File: src/rtl/cas_recorder_if.sv
// CAS RAM write port shared by the cassette recorder and the RAM arbiter.
interface cas_recorder_if #(
   parameter int unsigned ADDR_W = 18
) ();
   logic [ADDR_W-1:0] wr_addr;
   logic [7:0]        wr_data;
   logic              wr_en;
   logic              wr_wait;

   modport master (output wr_addr, output wr_data, output wr_en, input wr_wait);
   modport slave  (input wr_addr, input wr_data, input wr_en, output wr_wait);
endinterface

File: src/rtl/cas_recorder.sv
// Decodes the SVI-328 FSK cassette output into bytes and writes a playback-compatible
// CAS image (leader, sync, data) into the CAS RAM.
module cas_recorder #(
   parameter int unsigned ADDR_W     = 18,
   parameter int unsigned SHORT_MAX  = 417,
   parameter int unsigned LONG_MAX   = 800,
   parameter int unsigned GAP_TICKS  = 4000,
   parameter int unsigned LEADER_MIN = 64,
   parameter int unsigned LEADER_OUT = 16
) (
   input  logic            clk,
   input  logic            reset_n,
   input  logic            ce_i,
   input  logic            tape_i,
   input  logic            motor_n_i,
   input  logic            record_i,
   input  logic            clear_i,
   cas_recorder_if.master  wr,
   output logic [ADDR_W:0] length_o,
   output logic            active_o,
   output logic [7:0]      err_cnt_o,
   output logic            overflow_o
);

   typedef enum logic [1:0] {StHunt, StPreamble, StStart, StData} state_e;

   logic        tape_q;
   logic [11:0] cnt_q, cnt_d;
   logic        en, rise, gap;
   logic        is_short, is_long, is_inv;
   logic        pend_q, pend_d;
   logic        bit_vld, bit_val, err_inc;

   always_comb begin
      en       = record_i & ~motor_n_i;
      rise     = ce_i & tape_i & ~tape_q;
      gap      = ce_i & ~rise & (cnt_q == 12'(GAP_TICKS - 1));
      is_short = rise & (cnt_q < 12'(SHORT_MAX));
      is_inv   = rise & (cnt_q >= 12'(LONG_MAX));
      is_long  = rise & ~is_short & ~is_inv;
      cnt_d    = cnt_q;
      if (ce_i) begin
         if (rise) begin
            cnt_d = 12'd1;
         end else if (cnt_q != 12'hfff) begin
            cnt_d = cnt_q + 12'd1;
         end
      end
   end

   always_ff @(posedge clk or negedge reset_n) begin
      if (!reset_n) begin
         tape_q <= 1'b0;
         cnt_q  <= '0;
      end else if (ce_i) begin
         tape_q <= tape_i;
         cnt_q  <= cnt_d;
      end
   end

   // A one is two short periods, a zero is one long period.
   always_comb begin
      bit_vld = 1'b0;
      bit_val = 1'b0;
      err_inc = 1'b0;
      pend_d  = pend_q;
      if (!en || gap) begin
         pend_d = 1'b0;
      end else if (is_short) begin
         if (pend_q) begin
            bit_vld = 1'b1;
            bit_val = 1'b1;
            pend_d  = 1'b0;
         end else begin
            pend_d = 1'b1;
         end
      end else if (is_long) begin
         bit_vld = 1'b1;
         if (pend_q) begin
            pend_d  = 1'b0;
            err_inc = 1'b1;
         end
      end else if (is_inv) begin
         pend_d  = 1'b0;
         err_inc = 1'b1;
      end
   end

   always_ff @(posedge clk or negedge reset_n) begin
      if (!reset_n) begin
         pend_q    <= 1'b0;
         err_cnt_o <= '0;
      end else begin
         pend_q <= pend_d;
         if (clear_i) begin
            err_cnt_o <= '0;
         end else if (err_inc && err_cnt_o != 8'hff) begin
            err_cnt_o <= err_cnt_o + 8'd1;
         end
      end
   end

   state_e      state_q;
   logic [6:0]  shreg_q;
   logic [7:0]  shreg_nx;
   logic        prev_bit_q;
   logic [7:0]  alt_cnt_q;
   logic        leader_ok_q;
   logic [7:0]  pre_cnt_q;
   logic [2:0]  bit_cnt_q;
   logic        start_seen_q;
   logic        push_q;
   logic [7:0]  push_data_q;

   assign shreg_nx = {shreg_q, bit_val};

   always_ff @(posedge clk or negedge reset_n) begin
      if (!reset_n) begin
         state_q      <= StHunt;
         shreg_q      <= '0;
         prev_bit_q   <= 1'b0;
         alt_cnt_q    <= '0;
         leader_ok_q  <= 1'b0;
         pre_cnt_q    <= '0;
         bit_cnt_q    <= '0;
         start_seen_q <= 1'b0;
         push_q       <= 1'b0;
         push_data_q  <= '0;
         active_o     <= 1'b0;
      end else begin
         push_q <= 1'b0;
         if (bit_vld) begin
            shreg_q <= shreg_nx[6:0];
         end
         if (!en || gap) begin
            // Any partially assembled byte is simply abandoned here.
            state_q      <= StHunt;
            alt_cnt_q    <= '0;
            leader_ok_q  <= 1'b0;
            prev_bit_q   <= 1'b0;
            start_seen_q <= 1'b0;
            active_o     <= 1'b0;
         end else begin
            unique case (state_q)
               StHunt: begin
                  if (alt_cnt_q >= 8'(LEADER_MIN)) begin
                     leader_ok_q <= 1'b1;
                  end
                  if (bit_vld) begin
                     prev_bit_q <= bit_val;
                     if (bit_val != prev_bit_q) begin
                        if (alt_cnt_q != 8'hff) begin
                           alt_cnt_q <= alt_cnt_q + 8'd1;
                        end
                     end else begin
                        alt_cnt_q <= '0;
                     end
                     if (leader_ok_q && shreg_nx == 8'h7f) begin
                        state_q      <= StPreamble;
                        pre_cnt_q    <= '0;
                        start_seen_q <= 1'b0;
                     end
                  end
               end
               StPreamble: begin
                  push_q      <= 1'b1;
                  push_data_q <= (pre_cnt_q == 8'(LEADER_OUT)) ? 8'h7f : 8'h55;
                  pre_cnt_q   <= pre_cnt_q + 8'd1;
                  if (bit_vld && !bit_val) begin
                     start_seen_q <= 1'b1;
                  end
                  if (pre_cnt_q == 8'(LEADER_OUT)) begin
                     active_o  <= 1'b1;
                     bit_cnt_q <= '0;
                     // A start bit that landed mid-preamble must not be lost.
                     state_q   <= (start_seen_q || (bit_vld && !bit_val)) ? StData : StStart;
                  end
               end
               StStart: begin
                  if (bit_vld && !bit_val) begin
                     state_q   <= StData;
                     bit_cnt_q <= '0;
                  end
               end
               StData: begin
                  if (bit_vld) begin
                     bit_cnt_q <= bit_cnt_q + 3'd1;
                     if (bit_cnt_q == 3'd7) begin
                        push_q      <= 1'b1;
                        push_data_q <= shreg_nx;
                        state_q     <= StStart;
                     end
                  end
               end
               default: state_q <= StHunt;
            endcase
         end
      end
   end

   logic [7:0]      mem_q [4];
   logic [2:0]      wptr_q, rptr_q;
   logic [ADDR_W:0] ptr_q;
   logic            fifo_empty, fifo_full, img_full, pop;

   always_comb begin
      fifo_empty = (wptr_q == rptr_q);
      fifo_full  = (wptr_q[2] != rptr_q[2]) && (wptr_q[1:0] == rptr_q[1:0]);
      img_full   = ptr_q[ADDR_W];
      pop        = ~fifo_empty & ~wr.wr_wait & ~img_full & ~clear_i;
      wr.wr_en   = pop;
      wr.wr_addr = ptr_q[ADDR_W-1:0];
      wr.wr_data = mem_q[rptr_q[1:0]];
      length_o   = ptr_q;
   end

   always_ff @(posedge clk or negedge reset_n) begin
      if (!reset_n) begin
         for (int i = 0; i < 4; i++) begin
            mem_q[i] <= '0;
         end
         wptr_q     <= '0;
         rptr_q     <= '0;
         ptr_q      <= '0;
         overflow_o <= 1'b0;
      end else begin
         if (push_q && !fifo_full) begin
            mem_q[wptr_q[1:0]] <= push_data_q;
            wptr_q             <= wptr_q + 3'd1;
         end
         // Flush on clear or once the image is full; queued bytes have nowhere to go.
         if (clear_i || img_full) begin
            rptr_q <= wptr_q;
         end else if (pop) begin
            rptr_q <= rptr_q + 3'd1;
         end
         if (clear_i) begin
            ptr_q <= '0;
         end else if (pop) begin
            ptr_q <= ptr_q + 1'b1;
         end
         if (clear_i) begin
            overflow_o <= 1'b0;
         end else if (img_full || (push_q && fifo_full)) begin
            overflow_o <= 1'b1;
         end
      end
   end

endmodule

File: src/flat_wrapper.sv
// flat-port wrapper written by rule: the top's interface ports become plain ports
module cas_recorder_flat 
#(
   parameter int unsigned ADDR_W     = 18,
   parameter int unsigned SHORT_MAX  = 417,
   parameter int unsigned LONG_MAX   = 800,
   parameter int unsigned GAP_TICKS  = 4000,
   parameter int unsigned LEADER_MIN = 64,
   parameter int unsigned LEADER_OUT = 16
)
  (clk, reset_n, ce_i, tape_i, motor_n_i, record_i, clear_i, length_o, active_o, err_cnt_o, overflow_o, wr_wr_addr, wr_wr_data, wr_wr_en, wr_wr_wait);
  cas_recorder_if #(.ADDR_W(ADDR_W)) wr_i ();
  input  logic clk;
  input  logic reset_n;
  input  logic ce_i;
  input  logic tape_i;
  input  logic motor_n_i;
  input  logic record_i;
  input  logic clear_i;
  output logic [ADDR_W:0] length_o;
  output logic active_o;
  output logic [7:0] err_cnt_o;
  output logic overflow_o;
  output wire logic [$bits(wr_i.wr_addr)-1:0] wr_wr_addr;
  output wire logic [$bits(wr_i.wr_data)-1:0] wr_wr_data;
  output wire logic [$bits(wr_i.wr_en)-1:0] wr_wr_en;
  input wire logic [$bits(wr_i.wr_wait)-1:0] wr_wr_wait;
  assign wr_wr_addr = wr_i.wr_addr;
  assign wr_wr_data = wr_i.wr_data;
  assign wr_wr_en = wr_i.wr_en;
  assign wr_i.wr_wait = wr_wr_wait;
  cas_recorder #(.ADDR_W(ADDR_W), .SHORT_MAX(SHORT_MAX), .LONG_MAX(LONG_MAX), .GAP_TICKS(GAP_TICKS), .LEADER_MIN(LEADER_MIN), .LEADER_OUT(LEADER_OUT)) u_core (.clk(clk), .reset_n(reset_n), .ce_i(ce_i), .tape_i(tape_i), .motor_n_i(motor_n_i), .record_i(record_i), .clear_i(clear_i), .wr(wr_i), .length_o(length_o), .active_o(active_o), .err_cnt_o(err_cnt_o), .overflow_o(overflow_o));
endmodule
File: config.mk
export PLATFORM = sky130hd
export DESIGN_NAME = cas_recorder_flat
export DESIGN_NICKNAME = d
export VERILOG_FILES = /design/src/rtl/cas_recorder_if.sv /design/src/rtl/cas_recorder.sv /design/src/flat_wrapper.sv
export SDC_FILE = /design/constraint.sdc
export NUM_CORES = 1
export LEC_CHECK = 0
export BUFFER_PORTS_ARGS = -buffer_cell sky130_fd_sc_hd__buf_4
export CORE_ASPECT_RATIO = 0.8
export CORE_MARGIN = 4
export CORE_UTILIZATION = 27
export CTS_CLUSTER_SIZE = 8
export DETAILED_ROUTE_END_ITERATION = 8
export SLEW_MARGIN = 5
export SYNTH_ARGS = -nofsm -noshare
export SYNTH_HDL_FRONTEND = slang
export SYNTH_SLANG_ARGS = --single-unit
File: constraint.sdc
create_clock -name clk -period 5.7 [get_ports clk]
set_input_delay 1.14 -clock clk [delete_from_list [all_inputs] [get_ports clk]]
set_output_delay 1.14 -clock clk [all_outputs]
set_load 0.005 [all_outputs]
==> impl_metrics.toml, run 1 <==
[status]
status = "finished clean"

[global_routing]
first_global_vias = 4360
grt_first_pass_wirelength_um = 22900
grt_antenna_before_repair = 0
grt_max_degree = 84
grt_overflow_total = 0
grt.total_usage_pct = 11.3

[synthesis]
synth_edf_count = 0
syn_nets = 603
synth.largest_area_cell = "dfrtp_1"
avgSynthCellArea_um2 = 10.6
synth_common_cells = "dfrtp_1 (121), nor2_1 (57), nand2_1 (41)"
postSynthCellCount = 581
synth.most_common_cell = "dfrtp_1"
synth_area_leaders = "dfrtp_1 (49%), mux2_2 (6.1%), xor2_1 (4.0%)"
yosysSeqAreaShare_pct = 49.4
ys_types = 61
synth-async-reset-ratio_pct = 100
synthFlopType = "dfrtp_1"
ys_ff_latch = 121
synth.top_cell.area_share_pct = 49.4
syn_area_um2 = 6130
synth_warnings = 0

[clock_tree]
worstSkewPairLatency_ns = 0.41
ctsHoldBuffers = 0
cts_tree = "built"
clk_pin_slew_ns = 0.05
cts_buffers = 17
root_buffer = "clkbuf_16"
post-cts-setup-buffer-count = 0
clock_path_buffers = 2
cts_sinks = 121
cts-htree-levels = 4
cts-resized-gates = 0

[finish]
drive_above_1_share_pct = 21.8
syn_to_final_growth_pct = 19.5
utilization_pct = 32.7
antennaDiodeCount = 0
fin_nets = 649

[pwr]
powerDensity_nw_per_um2 = 280
leakage_nw = 3.32
swShare_pct = 23.0
power_mw = 2.05
clock_power_share_pct = 49.2
p_int_mw = 1.58
pwr-share-comb_pct = 6.0
p_sw_uw = 473
p_seq_share_pct = 44.8
irDropWorstVdd_mv = 0.171

[setup_path]
cp_data_arrival_time_ns = 2.21
cp-start-kind = "input port"
crit_required_ns = 4.56
rr_startpoint = "u_core.cnt_q[1]"
cp-endpoint = "wr_wr_en"
ff2ff_setup_slack_ns = 2.96
rr_worst_depth = 6
path_max_fanout = 29
worstReg2RegEnd = "u_core.alt_cnt_q[1]"
critPathLaunch = "clear_i"
path_class = "input port to primary output"
cp-end-kind = "primary output"

[sta]
skew_ns = 0.00828
setup_viol = 0
relSlewSlack_pct = 30.3
rsz0062_at_grt = "no"
finalSetupTns_ns = 0
tightestPinTransition_ns = 1.05
final-max-slew-violation-count = 0
post-route-period-util_pct = 58.8
period_minus_slack_ns = 3.35
max_freq_mhz = 298
hold_viol_final = 0

[drt]
drt_pass1_iterations = 4
drcViolationCount = 0
wl_per_cell_um = 14.1
viasPerCell = 4.66
num_vias = 4408
ant_nets = 0
drt-initial-drc-count = 212
finalWirelength_um = 13300

[place]
gp_congestion = 0.736
place_hpwl_um = 9290
portBuffers = 63

[floorplan]
die_w_um = 177
start_util_pct = 27.3
core_um2 = 22400
dieHeight_um = 143
dieArea_um2 = 25200
num_rows = 49
ios = 64

[hold_path]
holdPathStages = 1
hold_class = "flop to flop"

[run]
maxCapViolCount = 0
## worst max-delay path, stage by stage
cell	delay [ns]
buf_4	0.21
or2_2	0.39
a211oi_1	0.29
buf_4	0.17
## routing by layer
layer	global-route usage, %	vias to the layer above	routed length (µm)
met5	0	-	0
met4	3.17	0	125
met3	3.55	11	617
met2	15.3	91	5570
met1	17.2	2159	6990
li1	-	2147	-
## worst min-delay path by stage
stage	from	to
after floorplan	u_core.bit_cnt_q[0]	u_core.bit_cnt_q[0]
after global placement	u_core.mem_q[4]	u_core.mem_q[4]
after detailed placement	u_core.mem_q[8]	u_core.mem_q[8]
after CTS	u_core.alt_cnt_q[0]	u_core.alt_cnt_q[0]
after global routing	u_core.alt_cnt_q[0]	u_core.alt_cnt_q[0]
final	u_core.alt_cnt_q[0]	u_core.alt_cnt_q[0]
## cells in the final DEF (no fill, tap or decap), types with 10 or more instances in the layout
cell type  instances
nand4_1           10
mux2_2            33
ha_1              14
nor3_1            11
clkbuf_16         17
nand3_1           25
a21oi_1           20
nor2_1            57
o21ai_1           14
dfrtp_1          121
a31oi_1           14
and3_1            16
o21ai_0           16
buf_4             64
nand2_1           41
xnor2_1           11
inv_1             25
xor2_1            28
## sequential cells by signal, indices dropped and copies added (netlist names), 7 cells and up
| name | cells |
|---|---|
| u_core.mem_q | 32 |
| u_core.alt_cnt_q | 8 |
| u_core.push_data_q | 8 |
| u_core.pre_cnt_q | 8 |
| u_core.shreg_q | 7 |
| u_core.err_cnt_o | 8 |
| u_core.length_o | 19 |
| u_core.cnt_q | 12 |
## power by group through the flow
stage / logic, mW / clock network, mW / registers [mW]
floorplan: 0.0945 / 0 / 0.913
global placement: 0.126 / 0 / 0.935
detailed placement: 0.127 / 0 / 0.936
CTS: 0.127 / 1.04 / 0.921
global route: 0.141 / 1.08 / 0.926
finish: 0.124 / 1.01 / 0.920
## stage by stage
stage | std cells | cell area (µm²) | hold slack, ns | setup slack [ns]
detailed placement | 914 | 6770 | 0.488 | 2.06
finish | 945 | 7330 | 0.493 | 2.35
global route | 945 | 7330 | 0.514 | 2.29
global placement | 914 | 6770 | 0.485 | 2.08
CTS | 945 | 7330 | 0.495 | 2.33
floorplan | 581 | 6130 | 0.459 | 2.75
## layout make-up
cell class / instances / area (µm²)
clock buffer: 21 / 450
clock inverter: 10 / 103
fill: 2372 / 15100
inverter: 25 / 93.8
multi-input combinational: 398 / 2790
sequential: 121 / 3030
tap: 306 / 383
timing repair buffer: 64 / 480
## kinds of logic (layout without fill, tap and decap cells)
family	after synthesis	count (layout)	synth area share, %
and+or+nand+nor	195	195	15.6
DFF	121	121	49.4
AOI/OAI and AO/OA	101	101	11.1
buffers and inverters	62	120	5.16
muxes	49	49	10.4
xor gates and xnor gates	39	39	5.57
adders and majority gates	14	14	2.86
No activity file was read; power rests on OpenSTA's default activity.
==> inputs of run 2 (changes only) <==
- clock period: 5.7 -> 2.8 ns (I/O delays scaled with it)
==> impl_metrics.toml, run 2 (same netlist as run 1, synthesis figures left out) <==
[sta]
hold_viol_final = 0
period_minus_slack_ns = 2.49
post-route-period-util_pct = 88.8
setup_slack_ns = 0.314
final-max-slew-violation-count = 0
setup_viol = 0
tightestPinTransition_ns = 0.612
max_freq_mhz = 402
rsz0062_at_grt = "no"
relSlewSlack_pct = 58.7
skew_ns = 0.0191
finalSetupTns_ns = 0

[floorplan]
dieHeight_um = 143
num_rows = 49
dieArea_um2 = 25200
die_w_um = 177
start_util_pct = 27.3
ios = 64
core_um2 = 22400

[clock_tree]
worstSkewPairLatency_ns = 0.42
ctsHoldBuffers = 0
clk_pin_slew_ns = 0.06
root_buffer = "clkbuf_16"
cts_buffers = 17
clock_path_buffers = 2
cts-htree-levels = 4
cts_sinks = 121
cts_tree = "built"

[finish]
regMostFlops = "u_core.mem_q"
drive_above_1_share_pct = 23.8
final_cell_mix = "dfrtp_1 (121), buf_4 (74), nor2_1 (57)"
fin_cells = 957
fin_nets = 660
final_area_um2 = 7520
syn_to_final_growth_pct = 22.6
utilization_pct = 33.5
antennaDiodeCount = 0
final_common_cell = "dfrtp_1"
largest_register_ffs = 32

[drt]
drcViolationCount = 0
wl_met1_um = 7060
wl_met2_um = 5960
num_vias = 4384
drt-initial-drc-count = 200
wl_per_cell_um = 14.2
finalWirelength_um = 13500
highest_layer = "met4"
routed-wl-met3_um = 430
viasPerCell = 4.58
ant_nets = 0
drt_pass1_iterations = 4

[hold_path]
hold_class = "input port to asynchronous set/reset pin"

[pwr]
irDropWorstVdd_mv = 0.489
powerDensity_nw_per_um2 = 599
leakage_nw = 3.40

[place]
placedCellCount = 925
gp_congestion = 0.793
portBuffers = 63
place_ws_ns = 0.281
place_hpwl_um = 9520
place_area_um2 = 6870

[global_routing]
first_global_vias = 4368
grt_overflow_total = 0
grt.total_usage_pct = 11.3
grt_first_pass_wirelength_um = 23000
grt_max_degree = 54
grt_antenna_before_repair = 0

[status]
status = "finished clean"

[setup_path]
cp_data_arrival_time_ns = 2.78
crit_required_ns = 3.10
cp-start-kind = "flop"
path_class = "flop to flop"
path_max_fanout = 4
cp-end-kind = "flop"
rr_worst_depth = 8

[run]
maxCapViolCount = 0
-- run 2: worst max-delay path: stages, from the launching register on --
cell and delay, ns:
dfrtp_1 0.39, inv_1 0.10, ha_1 0.14, nor3b_1 0.36, o22a_1 0.29, nand3_1 0.14
nor3_1 0.38, o21ai_1 0.18, a221o_1 0.37
-- run 2: final timing paths --
check,startpoint,end,slack (ns)
worst max register to register,u_core.cnt_q[0],u_core.pre_cnt_q[2],0.31
max in group asynchronous,reset_n,u_core.state_q[1],2.10
min in group clk,tape_i,u_core.tape_q,0.39
worst min-delay path,reset_n,u_core.mem_q[17],0.05
worst max-delay path,u_core.cnt_q[0],u_core.pre_cnt_q[2],0.31
worst min register to register,u_core.bit_cnt_q[0],u_core.bit_cnt_q[0],0.50
-- run 2: repair_timing --
action	CTS	global route
setup buffers	0	0
resized for setup	0	1
setup endpoints to repair	0	4
-- run 2: per-layer routing --
layer,vias up,global-route usage (%)
li1,2171,-
met1,2137,16.7
met2,71,16.1
met3,5,2.62
met4,0,4.03
met5,-,0
-- run 2: final cells by class --
type | instances | area [µm²]
clock buffers | 19 | 453
clock inverters | 13 | 193
fillers | 2316 | 14900
inverters | 25 | 93.8
multi-input cells | 398 | 2790
flip-flops and latches | 121 | 3030
well taps | 306 | 383
repair buffers | 75 | 576
-- run 2: power breakdown --
group | switching [mW] | internal, mW | total (mW)
Sequential | 0.0513 | 1.79 | 1.84
Combinational | 0.172 | 0.125 | 0.297
Clock | 0.825 | 1.54 | 2.37
-- run 2: per-stage QoR --
stage          total power [mW]  hold WS, ns
2_1_floorplan              2.05        0.264
3_3_place_gp               2.17        0.481
3_5_place_dp               2.18        0.485
4_1_cts                    4.57       0.0511
5_1_grt                    4.68       0.0659
6_report                   4.51       0.0529
